### config.mk
export PLATFORM = sky130hd
export DESIGN_NAME = goal_sequencer
export DESIGN_NICKNAME = d
export VERILOG_FILES = /design/src/rtl/game_pkg.sv /design/src/rtl/game_tick_gen.sv /design/src/rtl/goal_sequencer.sv
export SDC_FILE = /design/constraint.sdc
export NUM_CORES = 1
export LEC_CHECK = 0
export ABC_AREA = 1
export CAP_MARGIN = 25
export CORE_ASPECT_RATIO = 0.9
export CORE_MARGIN = 10
export CORE_UTILIZATION = 51
export CTS_CLUSTER_DIAMETER = 120
export CTS_CLUSTER_SIZE = 12
export DETAILED_ROUTE_END_ITERATION = 10
export GPL_TIMING_DRIVEN = 0
export PLACE_DENSITY = 0.88
export SYNTH_ARGS = -nofsm -noshare
export SYNTH_HDL_FRONTEND = slang
export SYNTH_SLANG_ARGS = --single-unit
### constraint.sdc
create_clock -name clk -period 3.8 [get_ports clk]
set_input_delay 1.14 -clock clk [delete_from_list [all_inputs] [get_ports clk]]
set_output_delay 1.14 -clock clk [all_outputs]
set_load 0.005 [all_outputs]
### src/rtl/game_pkg.sv
// game_pkg: types and constants shared by the rhythm-game blocks.
//   chart_entry_t : one chart ROM word {delta, octave, note, length}
//   seq_state_t   : goal_sequencer state encoding
//   P/S/A/B/C     : hit-window edges in game ticks (C is the miss horizon)
//   DIFF_STEP     : ticks removed from the miss horizon per difficulty step
package game_pkg;

  typedef struct packed {
    logic [15:0] delta;   // ticks from previous goal
    logic [2:0]  octave;
    logic [2:0]  note;
    logic [3:0]  length;  // 0 marks end of chart
  } chart_entry_t;

  typedef enum logic [2:0] {
    IDLE,
    FETCH,
    WAIT_ROM,
    ARMED,
    DONE
  } seq_state_t;

  localparam int unsigned P = 16;
  localparam int unsigned S = 64;
  localparam int unsigned A = 97;
  localparam int unsigned B = 127;
  localparam int unsigned C = 188;

  localparam int unsigned DIFF_STEP = 3;

endpackage

### src/rtl/game_tick_gen.sv
// game_tick_gen: game tick prescaler.
//   clk, rst_n : clock, async active-low reset
//   enable     : count clk cycles while high (holds count while low)
//   clear      : synchronous restart of the prescaler
//   tick       : 1-cycle pulse every TICK_DIV enabled cycles
module game_tick_gen #(
  parameter int unsigned TICK_DIV = 50000
) (
  input  logic clk,
  input  logic rst_n,
  input  logic enable,
  input  logic clear,
  output logic tick
);

  localparam int unsigned CW = (TICK_DIV > 1) ? $clog2(TICK_DIV) : 1;
  localparam logic [CW-1:0] LAST = CW'(TICK_DIV - 1);

  logic [CW-1:0] cnt;

  always_ff @(posedge clk or negedge rst_n) begin
    if (!rst_n)           cnt <= '0;
    else if (clear)       cnt <= '0;
    else if (enable) begin
      if (cnt == LAST)    cnt <= '0;
      else                cnt <= cnt + CW'(1);
    end
  end

  assign tick = enable && !clear && (cnt == LAST);

endmodule

### src/rtl/goal_sequencer.sv
// goal_sequencer: walks a chart ROM, arms one goal at a time against the
// running game clock, and retires it on a hit or on window expiry.
//   clk, rst_n     : clock, async active-low reset
//   start          : pulse, restart chart from address 0
//   pause          : level, freezes tick counting and miss detection
//   difficulty     : shrinks the miss horizon by difficulty*DIFF_STEP ticks
//   hit            : pulse, player input (only honoured while ARMED)
//   rom_addr/data  : chart ROM port, data valid one cycle after address
//   game_clock     : elapsed game ticks
//   goal_*         : current goal (absolute tick, octave, note, length, armed)
//   miss           : 1-cycle pulse when a goal expires unhit
//   now_cnt        : goals retired, saturating
//   done           : chart finished
// Optional build macro AUTOPLAY_EN adds input autoplay and output auto_hit:
// the block hits each goal itself exactly on its tick.
module goal_sequencer
  import game_pkg::*;
#(
  parameter int unsigned ADDR_W   = 10,
  parameter int unsigned TICK_DIV = 50000
) (
  input  logic              clk,
  input  logic              rst_n,
  input  logic              start,
  input  logic              pause,
  input  logic [3:0]        difficulty,
  input  logic              hit,
`ifdef AUTOPLAY_EN
  input  logic              autoplay,
  output logic              auto_hit,
`endif
  output logic [ADDR_W-1:0] rom_addr,
  input  logic [25:0]       rom_data,
  output logic [31:0]       game_clock,
  output logic [31:0]       goal_clock,
  output logic [2:0]        goal_octave,
  output logic [2:0]        goal_note,
  output logic [3:0]        goal_length,
  output logic              goal_valid,
  output logic              miss,
  output logic [20:0]       now_cnt,
  output logic              done
);

  localparam logic [ADDR_W-1:0] ADDR_MAX = '1;

  seq_state_t   state, state_d;
  chart_entry_t entry;
  logic         tick, tick_en;
  logic         hit_int, expire, retire;
  logic         addr_end;   // armed goal came from the last ROM word
  logic [31:0]  deadline;

  assign entry   = chart_entry_t'(rom_data);
  assign tick_en = (state != IDLE) && (state != DONE) && !pause;

  game_tick_gen #(.TICK_DIV(TICK_DIV)) u_tick (
    .clk    (clk),
    .rst_n  (rst_n),
    .enable (tick_en),
    .clear  (start),
    .tick   (tick)
  );

`ifdef AUTOPLAY_EN
  logic auto_fire;
  assign auto_fire = autoplay && (state == ARMED) && (game_clock == goal_clock);
  assign hit_int   = hit || auto_fire;
`else
  assign hit_int   = hit;
`endif

  // Miss horizon; unsigned 32-bit arithmetic, wrap is accepted.
  assign deadline = goal_clock + 32'(C) - 32'(difficulty) * 32'(DIFF_STEP);
  assign expire   = (state == ARMED) && !pause && (game_clock >= deadline);
  // A hit outranks a same-cycle expiry.
  assign retire   = (state == ARMED) && (hit_int || expire);

  always_ff @(posedge clk or negedge rst_n) begin
    if (!rst_n) state <= IDLE;
    else        state <= state_d;
  end

  always_comb begin
    state_d = state;
    case (state)
      IDLE:     state_d = IDLE;
      FETCH:    state_d = WAIT_ROM;
      WAIT_ROM: state_d = (entry.length == 4'd0) ? DONE : ARMED;
      ARMED:    if (retire) state_d = addr_end ? DONE : FETCH;
      DONE:     state_d = DONE;
      default:  state_d = IDLE;
    endcase
    if (start) state_d = FETCH;
  end

  always_ff @(posedge clk or negedge rst_n) begin
    if (!rst_n) begin
      rom_addr    <= '0;
      game_clock  <= '0;
      goal_clock  <= '0;
      goal_octave <= '0;
      goal_note   <= '0;
      goal_length <= '0;
      goal_valid  <= 1'b0;
      miss        <= 1'b0;
      now_cnt     <= '0;
      done        <= 1'b0;
      addr_end    <= 1'b0;
`ifdef AUTOPLAY_EN
      auto_hit    <= 1'b0;
`endif
    end else begin
      miss <= 1'b0;
`ifdef AUTOPLAY_EN
      auto_hit <= 1'b0;
`endif
      if (tick) game_clock <= game_clock + 32'd1;

      if (start) begin
        rom_addr   <= '0;
        game_clock <= '0;
        goal_clock <= '0;
        goal_valid <= 1'b0;
        now_cnt    <= '0;
        done       <= 1'b0;
        addr_end   <= 1'b0;
      end else begin
        case (state)
          WAIT_ROM: begin
            if (entry.length == 4'd0) begin
              done       <= 1'b1;
              goal_valid <= 1'b0;
            end else begin
              goal_clock  <= goal_clock + 32'(entry.delta);
              goal_octave <= entry.octave;
              goal_note   <= entry.note;
              goal_length <= entry.length;
              goal_valid  <= 1'b1;
              // No wrap: the last word is still played, then the chart ends.
              if (rom_addr == ADDR_MAX) addr_end <= 1'b1;
              else                      rom_addr <= rom_addr + ADDR_W'(1);
            end
          end
          ARMED: begin
            if (retire) begin
              goal_valid <= 1'b0;
              miss       <= !hit_int;
              if (now_cnt != '1) now_cnt <= now_cnt + 21'd1;
              if (addr_end) done <= 1'b1;
`ifdef AUTOPLAY_EN
              auto_hit   <= auto_fire;
`endif
            end
          end
          default: ;
        endcase
      end
    end
  end

endmodule

== After elaboration in Yosys (flattened, before gate mapping) ==
Cells that the tools add are included.

* Reductions and logical operators: 28
* Muxes and demuxes: 37
* Add/subtract/negate cells: 7
* Eq/ne operators: 13
* Magnitude comparators: 1
* Multiply operators: 1
* Bitwise operators: 2

{| class="wikitable"
|+ Operator list
! cell !! count
|-
| 32-bit two-way mux || 5
|-
| 21-bit two-way mux || 4
|-
| 16-bit two-way mux || 3
|-
| 10-bit two-way mux || 4
|-
| 32-bit by 1-bit adder with 32-bit output (second input constant) || 1
|-
| 32-bit by 16-bit adder with 32-bit output || 1
|-
| 32-bit by 8-bit adder with 32-bit output (second input constant) || 1
|-
| 32-bit greater-or-equal comparator || 1
|-
| 32-bit by 6-bit subtractor with 32-bit output || 1
|-
| 21-bit by 1-bit adder with 21-bit output (second input constant) || 1
|-
| 21-bit != test (second input constant) || 1
|-
| 16-bit by 1-bit adder with 16-bit output (second input constant) || 1
|-
| 16-bit equality test (second input constant) || 1
|-
| 1-bit two-way mux || 14
|-
| 2-bit nonzero test || 7
|-
| 3-bit two-way mux || 4
|-
| 3-bit != test (second input constant) || 4
|-
| 3-bit case mux with 4 select lines || 1
|-
| 3-bit AND reduction || 4
|-
| 10-bit by 1-bit adder with 10-bit output (second input constant) || 1
|-
| 10-bit equality test (second input constant) || 1
|-
| 1-bit logical AND || 7
|-
| 3-bit by 2-bit equality test with 1-bit output (second input constant) || 2
|-
| 4-bit by 2-bit multiplier with 6-bit output (second input constant) || 1
|-
| 11 further kinds || 18
|}

* Logic and storage cells: 102
* Output and inout bits: 108
* Register bits after elaboration: 128
* Input bits: 35

== Longest topological paths before layout ==
* Word-level depth: 9
* Mapped depth: 31
* Depth with buffers taken out: 30

== By module ==
Synthesis repeated with hierarchy kept, for this count alone.

* Cell total of the unflattened synthesis: 1417
* Area, all modules: 10179.8 µm²

{| class="wikitable"
|+ Modules (own cells, without submodules)
! module !! instances !! area an instance (µm²) !! cells each
|-
| goal_sequencer || 1 || 9191.3 || 1275
|-
| game_tick_gen || 1 || 988.4 || 142
|}

== Worst setup path after synthesis ==
OpenSTA, ideal clock, no wires.

* Kind: input port to flip-flop
* From: in difficulty[1]
* To: reg now_cnt[10]
* Arrival time: 4.594 ns
* Path buffers: 1
* Setup time: 0.066 ns
* Path slack: -0.861 ns
* Required time: 3.734 ns
* Stages on the path: 24
* Cells stage by stage: ha_1 fa_1 inv_1 ha_1 fa_1 nand3_1 nand2_1 nand3_1 nand3_1 nand2_1 a21oi_1 xor2_1 ha_1 nand2_1 nor2_1 nand4_1 a21oi_1 nor2_1 nand2_1 nand2_1 nand2_1 buf_2 nand4_1 nand2_1

* Cells in the longest elaborated chain, start to end: 8

{| class="wikitable"
|+ RTL lines
! element !! RTL line !! text
|-
| from (decl) || goal_sequencer.sv:26 || <nowiki>input logic [3:0] difficulty,</nowiki>
|-
| 4-bit by 2-bit multiplier with 6-bit output || goal_sequencer.sv:74 || <nowiki>assign deadline = goal_clock + 32'(C) - 32'(difficulty) * 32'(DIFF_STEP);</nowiki>
|-
| 32-bit by 6-bit subtractor with 32-bit output || goal_sequencer.sv:74 ||
|-
| 32-bit greater-or-equal comparator || goal_sequencer.sv:75 || <nowiki>assign expire = (state == ARMED) && !pause && (game_clock >= deadline);</nowiki>
|-
| 1-bit logical AND || goal_sequencer.sv:75 ||
|-
| 1-bit logical OR || goal_sequencer.sv:77 || <nowiki>assign retire = (state == ARMED) && (hit_int || expire);</nowiki>
|-
| 1-bit logical AND || goal_sequencer.sv:77 ||
|-
| 2-bit nonzero test (no line) || - ||
|-
| 3-bit AND reduction (no line) || - ||
|-
| to (signal assigned) || goal_sequencer.sv:149 || <nowiki>if (now_cnt != '1) now_cnt <= now_cnt + 21'd1;</nowiki>
|-
| to (decl) || goal_sequencer.sv:41 || <nowiki>output logic [20:0] now_cnt,</nowiki>
|}

No other way between the ends.
A chain may end at the register's enable or synchronous reset.

== Worst setup path in the final report ==
* From: in difficulty[2]
* To: reg now_cnt[0]

Same word-level chain as after synthesis.

==> reports/metrics.csv <==
metric;value;unit
status;complete, but fails checks;
violations;negative setup slack;
grt_overflow;0;
rsz0062_at_grt;yes;
grt_max_degree;71;
syn2layout_area_growth;30.3;%
cp.required;4.12;ns
fin_skew;0.0128;ns
clock_latency;0.43;ns
grt_pass1_wl;54900;um
layout_common_cells;300 x nand2_1, 155 x inv_1, 137 x clkdlybuf4s50_1;
max-vdd-ir-drop;0.000334;V
critPathKind;in2reg;
start_util;51.9;%
slew_headroom;33.5;%
ys.flop_type;dfrtp_1;
htreeDepth;4;
critPathCaptureType;register;
num_io_pins;143;
cts_sinks;128;
syn_inst;1452;
period_share;124;%
first_iter_violations;1228;
rows;49;
max_freq;213;MHz
drv_cap;0;
ys_seq_elements;128;
die_h;155;um
drt_first_pass_iters;9;
setup_viol;27;
final_nets;1784;
hp-start;goal_length[3]$_DFFE_PN0P_;
layout_setup_ws;-0.899;ns
wl_per_cell;17.9;um
worstSetupStartpointType;input port;
cts_hold_buf;0;
worstReg2RegStart;goal_clock[11]$_DFFE_PN0P_;
hold_viol;0;
fin_area;13500;um^2
synth_edf_count;0;
postSynthAreaPerCell;7.14;um^2
wl;34200;um
slew_viol_final;0;
io_buffers;142;
seq_area_frac_synth;30.9;%
layout_commonest_cell;nand2_1;
yosysWarnings;0;
cts.clk_slew.worst_paths;0.06;ns
crit_top_cell;nand2_2;
finalWeightedCongestion;0.938;
root_buffer;clkbuf_16;
leakagePower;6.36;nW
placed_cells;1850;
crit_fanout;4;
fp.dieArea;26400;um^2
grt_pass1_vias;11000;
netlist_area;10400;um^2
ys_types;47;
cts_tree;yes;
post-place-ws;-1.77;ns
p_per_area;399;nW/um^2
stdcell_count;1911;
route.detailed.drc;0;
track_usage;25.5;%
layout_min_cycle_time;4.70;ns
ant_nets;0;
tns;-22.98;ns
min_path_type;reg2reg;
placedInstanceArea;12200;um^2
syn_nets;1595;
core_area;20000;um^2
vias_per_cell;5.84;
cts_buffers;17;
async_flop_share;100;%
slowest_stage;fa_1;
worstMarginPinSlew;0.989;ns
dp.final_hpwl;24500;um
vias;11200;
final_layout_size_suffix_gt1_share;11.4;%
slowest_delay;0.50;ns
critPathArrivalTime;5.02;ns
antenna_found_initial;2;
fin_util;67.6;%
die_x;170;um
cp-startpoint;difficulty[2];
clk_path_buf_depth;2;
## timing repair
item	in CTS	in global routing
gates cloned	3	0
setup endpoints to repair	27	27
gates resized for setup	75	28
pin swaps	51	34
buffers inserted	21	7
## registers in the layout, summed over array words and instances, names as in the netlist, 4 cells and up
name and cells:
game_clock 32, goal_clock 32, now_cnt 21, u_tick.cnt 16, rom_addr 10, goal_length 4
## metrics by stage
step                hold slack [ns]  power, mW
finish                        0.471       5.40
global route                  0.506       5.69
CTS                           0.472       5.27
detailed placement            0.459       3.23
global placement              0.454       3.17
floorplan                     0.464       2.66
## layer usage
layer	global-route usage [%]	routed length, um	vias up	part of all wire (%)
met5	0	0	-	0
met4	11.2	1180	0	3.4
met3	7.92	3300	118	9.6
met2	42.4	16300	567	48
met1	29.8	13500	5226	39
li1	-	-	5257	-
## worst max-delay path, delay by kind of cell
family	cells	cell delay, ns
and+or+nand+nor	13	1.19
adders and majority gates	4	1.19
AOI/OAI and AO/OA	5	0.68
buffers and inverters	7	0.61
xor gates and xnor gates	1	0.18
## final cells by class
type | instances | area, um^2
antenna | 2 | 5.00
buffer | 27 | 160
clock buffer | 20 | 457
clock inverter | 12 | 205
fill | 1593 | 6480
inverter | 187 | 704
multi-input combinational | 1109 | 6730
sequential | 128 | 3200
tap | 255 | 319
timing repair buffer | 171 | 1720
## logic make-up (layout without fill, tap and decap cells)
group           after synthesis  after routing  synth area share [%]
simple gates                693            693                  29.5
compound gates              258            258                  13.7
buf+inv                     215            417                  8.26
flops                       128            128                  30.9
fa+ha+maj                   108            108                  13.4
xor+xnor                     50             50                  4.22
other cells                   0              2                     0
## cell usage after synthesis, types with 22 or more instances
master     n  area share, %
nor2_1   139            5.0
o21ai_0   39            1.9
nand4_1   53            3.2
a21oi_1  119            5.7
nor3_1    39            1.9
nand2_1  320             12
dfrtp_1  128             31
o21ai_1   40            1.9
inv_1    160            5.8
inv_2     22           0.80
nand3_1   99            4.8
ha_1     103             12
xor2_1    32            2.7
## power by group
group / internal [mW] / switching, mW / leakage, nW
Combinational: 0.854 / 1.15 / 4.28
Clock: 1.20 / 0.662 / 0.317
Sequential: 1.45 / 0.0773 / 1.76
## final timing paths
| check | cells after the start | slack [ns] | to |
|---|---|---|---|
| hold reg to reg | 2 | 0.47 | goal_length[3]$_DFFE_PN0P_ |
| min in group asynchronous | 1 | 0.71 | goal_clock[21]$_DFFE_PN0P_ |
| setup / recovery | 30 | -0.90 | now_cnt[0]$_DFFE_PN0P_ |
| max in group asynchronous | 2 | 2.32 | u_tick.cnt[14]$_DFFE_PN0P_ |
| setup reg to reg | 22 | -0.37 | done$_DFFE_PN0P_ |
| hold / removal | 2 | 0.47 | goal_length[3]$_DFFE_PN0P_ |
Power figures use the tool's default switching activity.
==> edit, RTL diff (same settings) <==
Encoding of `seq_state_t`: now one-hot (5 bits for 5 states).
--- a/src/rtl/game_pkg.sv
+++ b/src/rtl/game_pkg.sv
@@ -12,12 +12,12 @@
     logic [3:0]  length;  // 0 marks end of chart
   } chart_entry_t;
 
-  typedef enum logic [2:0] {
-    IDLE,
-    FETCH,
-    WAIT_ROM,
-    ARMED,
-    DONE
+  typedef enum logic [4:0] {
+    IDLE     = 5'b00001,
+    FETCH    = 5'b00010,
+    WAIT_ROM = 5'b00100,
+    ARMED    = 5'b01000,
+    DONE     = 5'b10000
   } seq_state_t;
 
   localparam int unsigned P = 16;
Function: no difference found for any inputs over 4 cycles, from zero or initial values and one cycle with rst_n low; so few cycles prove little.
==> edit against the unedited design <==
The flow still finishes with violations (negative setup slack); sequential cell count is 2 higher; synthesized area rose by 1.8%; non-clock buffer count fell by 6; setup slack gained 0.23 ns; wire length down 4.6%; cell area down 0.69%; critical path type unchanged.
Power is not compared: it rests on default switching activity, and its combinational part moved more than twofold at a synthesized area within 25%.
==> edit: results (changes against the unedited design) <==
failing checks negative setup slack; Worst Skew 0.0143 ns (+0.00152 ns); largest net degree at the start of global routing 78 (+9.9%); Post-Synth XOR/XNOR Area 4.64% (+0.42 points); global-route wire length before repair 52400 um (-4.6%); main area contributors after synthesis dfrtp_1, ha_1, nand2_1; final worst setup slack -0.665 ns (+0.234 ns); Pre-antenna DRT Iters 6 (-3); adder-cell share of the synthesized area 13.2% (-0.24 points); Synth Net Count 1591 (-0.25%); buffers added on ports 141 (-0.70%); layout cell share with drive strength beyond 1 12.1% (+0.69 points); Final Wtd Congestion 0.932 (-0.68%); critical path's largest stage delay 0.49 ns; number of nets in the layout 1772 (-0.67%); setup_tns -15.86 ns (+7.13 ns); Post-Layout Cell Count 1897 (-0.73%); initial antenna violation count 0 (-2); initial DRC count 1184 (-3.6%); worst slew pin tran 0.895 ns (-0.0937 ns); syn_area_per_cell 7.29 um^2 (+2.1%); HPWL Detailed 24500 um (+0.39%); pre-CTS WS -1.66 ns (+0.111 ns); top post-synthesis cells by count nand2_1, inv_1, nor2_1; status finished, violations left; Filler cells 1649 (+3.5%); vias per cell 5.69 (-2.6%); sequential cell area fraction in the yosys report 30.8% (-0.070 points); Synth Area in Compound Gates 12.9% (-0.84 points); Ant. Diodes 0 (-2); vias in the first global route 10400 (-6.2%); final WL 32700 um (-4.6%); worst endpoint data arrival time 4.78 ns (-0.24 ns); setup violators final 27 (unchanged); clk root buf clkbuf_16; placed cell area 0.0124 mm^2 (+1.3%)
edit: final cells by class:
type / instances / area [um^2] / share of cell area, %
Buffer: 30 / 176 / 1.31
Clock buffer: 21 / 460 / 3.43
Clock inverter: 11 / 128 / 0.951
Inverter: 187 / 709 / 5.29
Multi-Input combinational cell: 1101 / 6770 / 50.5
Sequential cell: 130 / 3250 / 24.3
Tap cell: 255 / 319 / 2.38
Timing Repair Buffer: 162 / 1600 / 11.9
edit: final timing paths:
check | from | slack, ns | endpoint
min in group asynchronous | rst_n | 0.64 | goal_clock[3]
max in group asynchronous | rst_n | 2.36 | addr_end
min | goal_note[0] | 0.47 | goal_note[0]
max reg2reg | goal_clock[2] | -0.15 | now_cnt[0]
min reg2reg | goal_note[0] | 0.47 | goal_note[0]
max | difficulty[2] | -0.67 | now_cnt[0]
edit: per-layer routing:
metal	vias to the layer above	GRT usage, %	share of wire (%)
met4	0	6.33	1.7
met1	5126	30.4	42
met3	51	5.13	7.6
met5	-	0	0
li1	5207	-	-
met2	414	40.3	48
